**src/rtl/ram_pkg.sv**
```systemverilog
// Shared constants and FSM state encoding for the RAM burst master.
// Latency: n/a (declarations only).
// Backpressure: n/a.
package ram_pkg;

  localparam int RAM_AW    = 10;
  localparam int RAM_DW    = 8;
  localparam int RAM_DEPTH = 1 << RAM_AW;

  typedef enum logic [1:0] {
    IDLE  = 2'd0,
    WRITE = 2'd1,
    READ  = 2'd2,
    DRAIN = 2'd3
  } state_t;

endpackage

```
**src/rtl/ram_rd_fifo.sv**
```systemverilog
// Small synchronous FIFO buffering read bytes returned by the RAM.
// Latency: a pushed entry is visible at head the cycle after the push.
// Backpressure: none internally; the producer guarantees it never pushes into a full FIFO.
module ram_rd_fifo #(
  parameter int DW    = 8,
  parameter int DEPTH = 4
) (
  input  logic                       clk,
  input  logic                       rst_n,
  input  logic                       push,
  input  logic [DW-1:0]              push_data,
  input  logic                       pop,
  output logic [DW-1:0]              head,
  output logic                       empty,
  output logic [$clog2(DEPTH):0]     count
);

  localparam int PW = $clog2(DEPTH);

  logic [DW-1:0] mem_q [DEPTH];
  logic [PW-1:0] wr_ptr_q;
  logic [PW-1:0] rd_ptr_q;
  logic [PW:0]   count_q;
  logic          do_push;
  logic          do_pop;

  // A pop of an empty FIFO is ignored; a push into a full FIFO only lands when a pop frees a slot.
  assign do_pop  = pop && (count_q != '0);
  assign do_push = push && ((count_q != (PW+1)'(DEPTH)) || do_pop);

  // Storage array; contents need no reset because the pointers define validity.
  always_ff @(posedge clk) begin
    if (do_push) mem_q[wr_ptr_q] <= push_data;
  end

  // Pointer and occupancy bookkeeping.
  always_ff @(posedge clk or negedge rst_n) begin
    if (!rst_n) begin
      wr_ptr_q <= '0;
      rd_ptr_q <= '0;
      count_q  <= '0;
    end else begin
      if (do_push) wr_ptr_q <= wr_ptr_q + 1'b1;
      if (do_pop)  rd_ptr_q <= rd_ptr_q + 1'b1;
      case ({do_push, do_pop})
        2'b10:   count_q <= count_q + 1'b1;
        2'b01:   count_q <= count_q - 1'b1;
        default: count_q <= count_q;
      endcase
    end
  end

  assign head  = mem_q[rd_ptr_q];
  assign empty = (count_q == '0);
  assign count = count_q;

endmodule

```
**src/rtl/ram_burst_master.sv**
```systemverilog
// Burst initiator for a single-port synchronous RAM: streams write bytes in, read bytes out.
// Latency: write byte hits RAM pins 1 cycle after handshake; first read byte 3 cycles after command.
// Backpressure: wr_valid gaps stall writes; reads issue only while FIFO slots plus in-flight reads allow.
module ram_burst_master
  import ram_pkg::*;
#(
  parameter int AW            = RAM_AW,
  parameter int DW            = RAM_DW,
  parameter int RD_FIFO_DEPTH = 4
) (
  input  logic          clk,
  input  logic          rst_n,
  input  logic          cmd_valid,
  output logic          cmd_ready,
  input  logic          cmd_we,
  input  logic [AW-1:0] cmd_addr,
  input  logic [AW-1:0] cmd_len,
  input  logic          wr_valid,
  output logic          wr_ready,
  input  logic [DW-1:0] wr_data,
  output logic          rd_valid,
  input  logic          rd_ready,
  output logic [DW-1:0] rd_data,
  output logic          busy,
  output logic          done,
  output logic [AW-1:0] ram_address,
  output logic [DW-1:0] ram_data_in,
  output logic          ram_we,
  input  logic [DW-1:0] ram_data_out
);

  localparam int CW = $clog2(RD_FIFO_DEPTH) + 1;

  state_t        state_q, state_d;
  logic [AW-1:0] addr_q, addr_d;
  logic [AW:0]   rem_q, rem_d;
  logic [AW-1:0] ram_address_q, ram_address_d;
  logic [DW-1:0] ram_data_in_q, ram_data_in_d;
  logic          ram_we_q, ram_we_d;
  logic          done_q, done_d;
  // bit 0: address registered this cycle; bit 1: RAM has sampled it, data arrives at next edge
  logic [1:0]    rd_pipe_q, rd_pipe_d;

  logic [CW-1:0] fifo_count;
  logic          fifo_empty;
  logic [DW-1:0] fifo_head;
  logic          rd_pop;
  logic [1:0]    inflight;
  logic [CW:0]   rd_credit_used;

  assign inflight       = {1'b0, rd_pipe_q[0]} + {1'b0, rd_pipe_q[1]};
  assign rd_credit_used = {1'b0, fifo_count} + {{(CW-1){1'b0}}, inflight};
  assign rd_pop         = rd_valid && rd_ready;

  ram_rd_fifo #(
    .DW    (DW),
    .DEPTH (RD_FIFO_DEPTH)
  ) u_fifo (
    .clk       (clk),
    .rst_n     (rst_n),
    .push      (rd_pipe_q[1]),
    .push_data (ram_data_out),
    .pop       (rd_pop),
    .head      (fifo_head),
    .empty     (fifo_empty),
    .count     (fifo_count)
  );

  // Next-state, RAM pin and handshake decode for the burst FSM.
  always_comb begin
    state_d       = state_q;
    addr_d        = addr_q;
    rem_d         = rem_q;
    ram_address_d = ram_address_q;
    ram_data_in_d = ram_data_in_q;
    ram_we_d      = 1'b0;
    done_d        = 1'b0;
    rd_pipe_d     = {rd_pipe_q[0], 1'b0};
    wr_ready      = 1'b0;
    case (state_q)
      IDLE: begin
        if (cmd_valid) begin
          addr_d  = cmd_addr;
          rem_d   = {1'b0, cmd_len} + 1'b1;
          state_d = cmd_we ? WRITE : READ;
        end
      end
      WRITE: begin
        if (rem_q != '0) begin
          wr_ready = 1'b1;
          if (wr_valid) begin
            ram_we_d      = 1'b1;
            ram_address_d = addr_q;
            ram_data_in_d = wr_data;
            addr_d        = addr_q + 1'b1;
            rem_d         = rem_q - 1'b1;
          end
        end else begin
          // last ram_we is on the pins this cycle; pulse done next
          done_d  = 1'b1;
          state_d = IDLE;
        end
      end
      READ: begin
        if (rem_q != '0) begin
          // credit rule keeps FIFO entries plus outstanding reads within FIFO depth
          if (rd_credit_used < (CW+1)'(RD_FIFO_DEPTH)) begin
            ram_address_d = addr_q;
            addr_d        = addr_q + 1'b1;
            rem_d         = rem_q - 1'b1;
            rd_pipe_d[0]  = 1'b1;
          end
        end else begin
          state_d = DRAIN;
        end
      end
      DRAIN: begin
        if ((rd_pipe_q == 2'b00) && fifo_empty) begin
          done_d  = 1'b1;
          state_d = IDLE;
        end
      end
      default: state_d = IDLE;
    endcase
  end

  // State and registered RAM-side outputs; reset aborts any burst in progress.
  always_ff @(posedge clk or negedge rst_n) begin
    if (!rst_n) begin
      state_q       <= IDLE;
      addr_q        <= '0;
      rem_q         <= '0;
      ram_address_q <= '0;
      ram_data_in_q <= '0;
      ram_we_q      <= 1'b0;
      done_q        <= 1'b0;
      rd_pipe_q     <= 2'b00;
    end else begin
      state_q       <= state_d;
      addr_q        <= addr_d;
      rem_q         <= rem_d;
      ram_address_q <= ram_address_d;
      ram_data_in_q <= ram_data_in_d;
      ram_we_q      <= ram_we_d;
      done_q        <= done_d;
      rd_pipe_q     <= rd_pipe_d;
    end
  end

  assign cmd_ready   = (state_q == IDLE);
  assign busy        = (state_q != IDLE);
  assign done        = done_q;
  assign rd_valid    = !fifo_empty;
  assign rd_data     = fifo_head;
  assign ram_address = ram_address_q;
  assign ram_data_in = ram_data_in_q;
  assign ram_we      = ram_we_q;

endmodule

```
**config.mk**
```make
export PLATFORM = sky130hd
export DESIGN_NAME = ram_burst_master
export DESIGN_NICKNAME = d
export VERILOG_FILES = /design/src/rtl/ram_pkg.sv /design/src/rtl/ram_rd_fifo.sv /design/src/rtl/ram_burst_master.sv
export SDC_FILE = /design/constraint.sdc
export NUM_CORES = 1
export LEC_CHECK = 0
export ABC_AREA = 1
export BUFFER_PORTS_ARGS = -buffer_cell sky130_fd_sc_hd__buf_2
export CORE_MARGIN = 1
export CORE_UTILIZATION = 61
export CTS_CLUSTER_SIZE = 40
export DETAILED_ROUTE_END_ITERATION = 10
export PLACE_DENSITY_LB_ADDON = 0.1
export SYNTH_ARGS = -nofsm -noshare
export SYNTH_HDL_FRONTEND = slang
export SYNTH_HIERARCHICAL = 1
export SYNTH_SLANG_ARGS = --single-unit
```
**constraint.sdc**
```tcl
create_clock -name clk -period 5.4 [get_ports clk]
set_input_delay 0.81 -clock clk [delete_from_list [all_inputs] [get_ports clk]]
set_output_delay 0.81 -clock clk [all_outputs]
set_load 0.05 [all_outputs]
```
==> results.toml <==
[status]
status = "finished clean"

[drt]
vias_per_cell = 5.20
drc = 0
route.vias.total = 3763
finalWirelength_mm = 9.10
firstDrtPassIters = 6
wl_per_cell_um = 12.6
drt_iter0_drc = 145
route.antenna.remaining_nets = 0

[cts]
path_clk_slew_ps = 80
postCtsHoldBufs = 0
cts_resized = 0
clockBufferDepth = 2
cts_max_level = 3
tritoncts = "yes"
cts_root_buf = "clkbuf_8"
postCtsSetupBuffers = 0
clk_latency_ps = 350
cts_num_sinks = 84
cts-buffers-inserted = 9

[grt]
gr-usage-all-layers_pct = 24.1
grt_pass1_vias = 3325
grt_max_degree = 53
grt_pass1_wl_mm = 14.4
grt_overflow_total = 0
antenna_found_initial = 0

[place]
place_inst = 707
port_buffers = 73
place.gp.congestion = 0.905
dp.final_hpwl_mm = 6.62

[final_layout]
regArea_mm2 = 0.00226
fin_util_pct = 71.6
antenna_cells = 0
multiInputGateArea_mm2 = 0.00194
layout.cells.non_filler = 723
final_cell_mix = "nand2_1 (177), buf_2 (73), inv_1 (63)"
nets = 675
drive_gt1_share_pct = 19.9
fillCellCount = 608
final_common_cell = "nand2_1"
area_growth_pct = 13.8

[sta]
rsz0062_at_grt = "no"
setup_viol = 0
min_period_over_period_pct = 51.5
slew_headroom_pct = 46.5
finClkSkew_ps = 15.0
fmax_mhz = 360
worstMarginPinSlew_ps = 799
drv_slew = 0
setup_tns_ps = 0
hold_viol_final = 0
fin_crit_ps = 2780

[pwr]
clkPwrFrac_pct = 14.5
combPwrFrac_pct = 54.1
p_sw_mw = 1.69
p_total_mw = 3.32
p_leak_nw = 2.64
switching_share_pct = 50.9
peakVddDrop_uv = 323
power.density_mw_per_mm2 = 643
p_int_mw = 1.63
pwr-share-seq_pct = 31.4

[synthesis]
synth_area_mm2 = 0.00454
synth_cell_types = 33
synth_top_area_share_pct = 28.7
synth.avg_cell_area_um2 = 8.29
seq_area_frac_synth_pct = 49.8
synthCells = 548
synth_nets = 604
synthTopCellsByArea = "dfrtp_1 (29%), edfxtp_1 (21%), nand2_1 (15%)"
yosysTopAreaCell = "dfrtp_1"
synth-seq-cells = 84
yosysWarnings = 6

[floorplanning]
die_h_um = 88.3
die_w_um = 88.3
ios = 74
num_rows = 31
start_util_pct = 63.0
core-area_mm2 = 0.00721
dieArea_mm2 = 0.00780

[setup_path]
path_class = "flop to output port"
endpoint_kind = "output port"
worst_ep_required_time_ps = 4590
worstSetupStartpointType = "flop"
crit_fanout = 18
arrival_ps = 1970

[job]
max-cap-violations = 0

[min_path]
hold_path.class = "flop to flop"
[path summary, 6_finish.rpt]
kind | start | end | slack, ps | depth (start not counted)
setup / recovery | u_fifo/rd_ptr_q[0] | rd_data[1] | 2620 | 4
hold / removal | rd_pipe_q[0] | rd_pipe_q[1] | 430 | 0
setup reg to reg | state_q[0] | rem_q[2] | 3160 | 7
hold reg to reg | rd_pipe_q[0] | rd_pipe_q[1] | 430 | 0
max in group asynchronous | rst_n | rem_q[9] | 4370 | 2
min in group asynchronous | rst_n | ram_data_in[2] | 560 | 2
[power by group through the flow]
| stage | clock network [mW] | logic (mW) | registers (mW) |
|---|---|---|---|
| after floorplan | 0 | 1.31 | 1.21 |
| after global placement | 0 | 1.74 | 1.05 |
| after detailed placement | 0 | 1.79 | 1.05 |
| after CTS | 0.494 | 1.81 | 1.04 |
| after global routing | 0.517 | 2.00 | 1.07 |
| final | 0.482 | 1.80 | 1.04 |
[synth_stat cells (all sizes together)]
cell type	n
a21oi	3
buf	12
clkbuf	2
dfrtp	52
edfxtp	32
fa	1
ha	13
inv	66
nand2	185
nand3	39
nand3b	4
nand4	5
nor2	53
nor3	2
o211ai	1
o21ai	59
o21bai	3
o22ai	10
or2	2
xnor2	1
xor2	3
[worst max-delay path, stage by stage, from the launching register on]
cell and delay (ps):
dfrtp_1 670, inv_1 370, o21ai_0 280, o22ai_1 90, buf_2 220
[state kept, by name (all words and copies together), names as in the netlist]
register,cells
rd_pipe_q,2
u_fifo/wr_ptr_q,2
state_q,2
done,1
ram_we,1
addr_q,10
u_fifo/rd_ptr_q,2
u_fifo/mem_q,32
u_fifo/count,3
ram_data_in,8
rem_q,11
ram_address,10
[layout make-up]
type	instances	area share [%]
clock buffer	11	3.15
clock inverter	5	1.21
inverter	66	4.79
multi-input combinational	384	37.5
sequential	84	43.8
tap	99	2.40
timing repair buffer	74	7.22
[cells by family (layout without fill, tap and decap cells)]
kind of cell               count (synthesis)  in the layout  synth area share [%]
buffers and inverters                     80            156                  7.58
xor gates and xnor gates                   4              4                 0.771
adders and majority gates                 14             14                  4.02
DFF                                       84             84                  49.8
and+or+nand+nor                          290            290                  27.7
AOI/OAI and AO/OA                         76             76                  10.1
[per-layer routing]
layer	track usage [%]	part of all wire (%)
met3	4.01	4.0
met1	29.8	43
met4	8.50	1.6
met2	42.7	51
met5	0	0
[stage by stage]
step	setup slack [ps]	cell area, um^2	hold WS, ps
floorplan	2970	4540	380
global placement	3060	4940	389
detailed placement	2970	4940	391
CTS	2590	5170	439
global route	2420	5170	440
finish	2620	5170	430
Note: power is estimated with default switching activity, not from simulation.
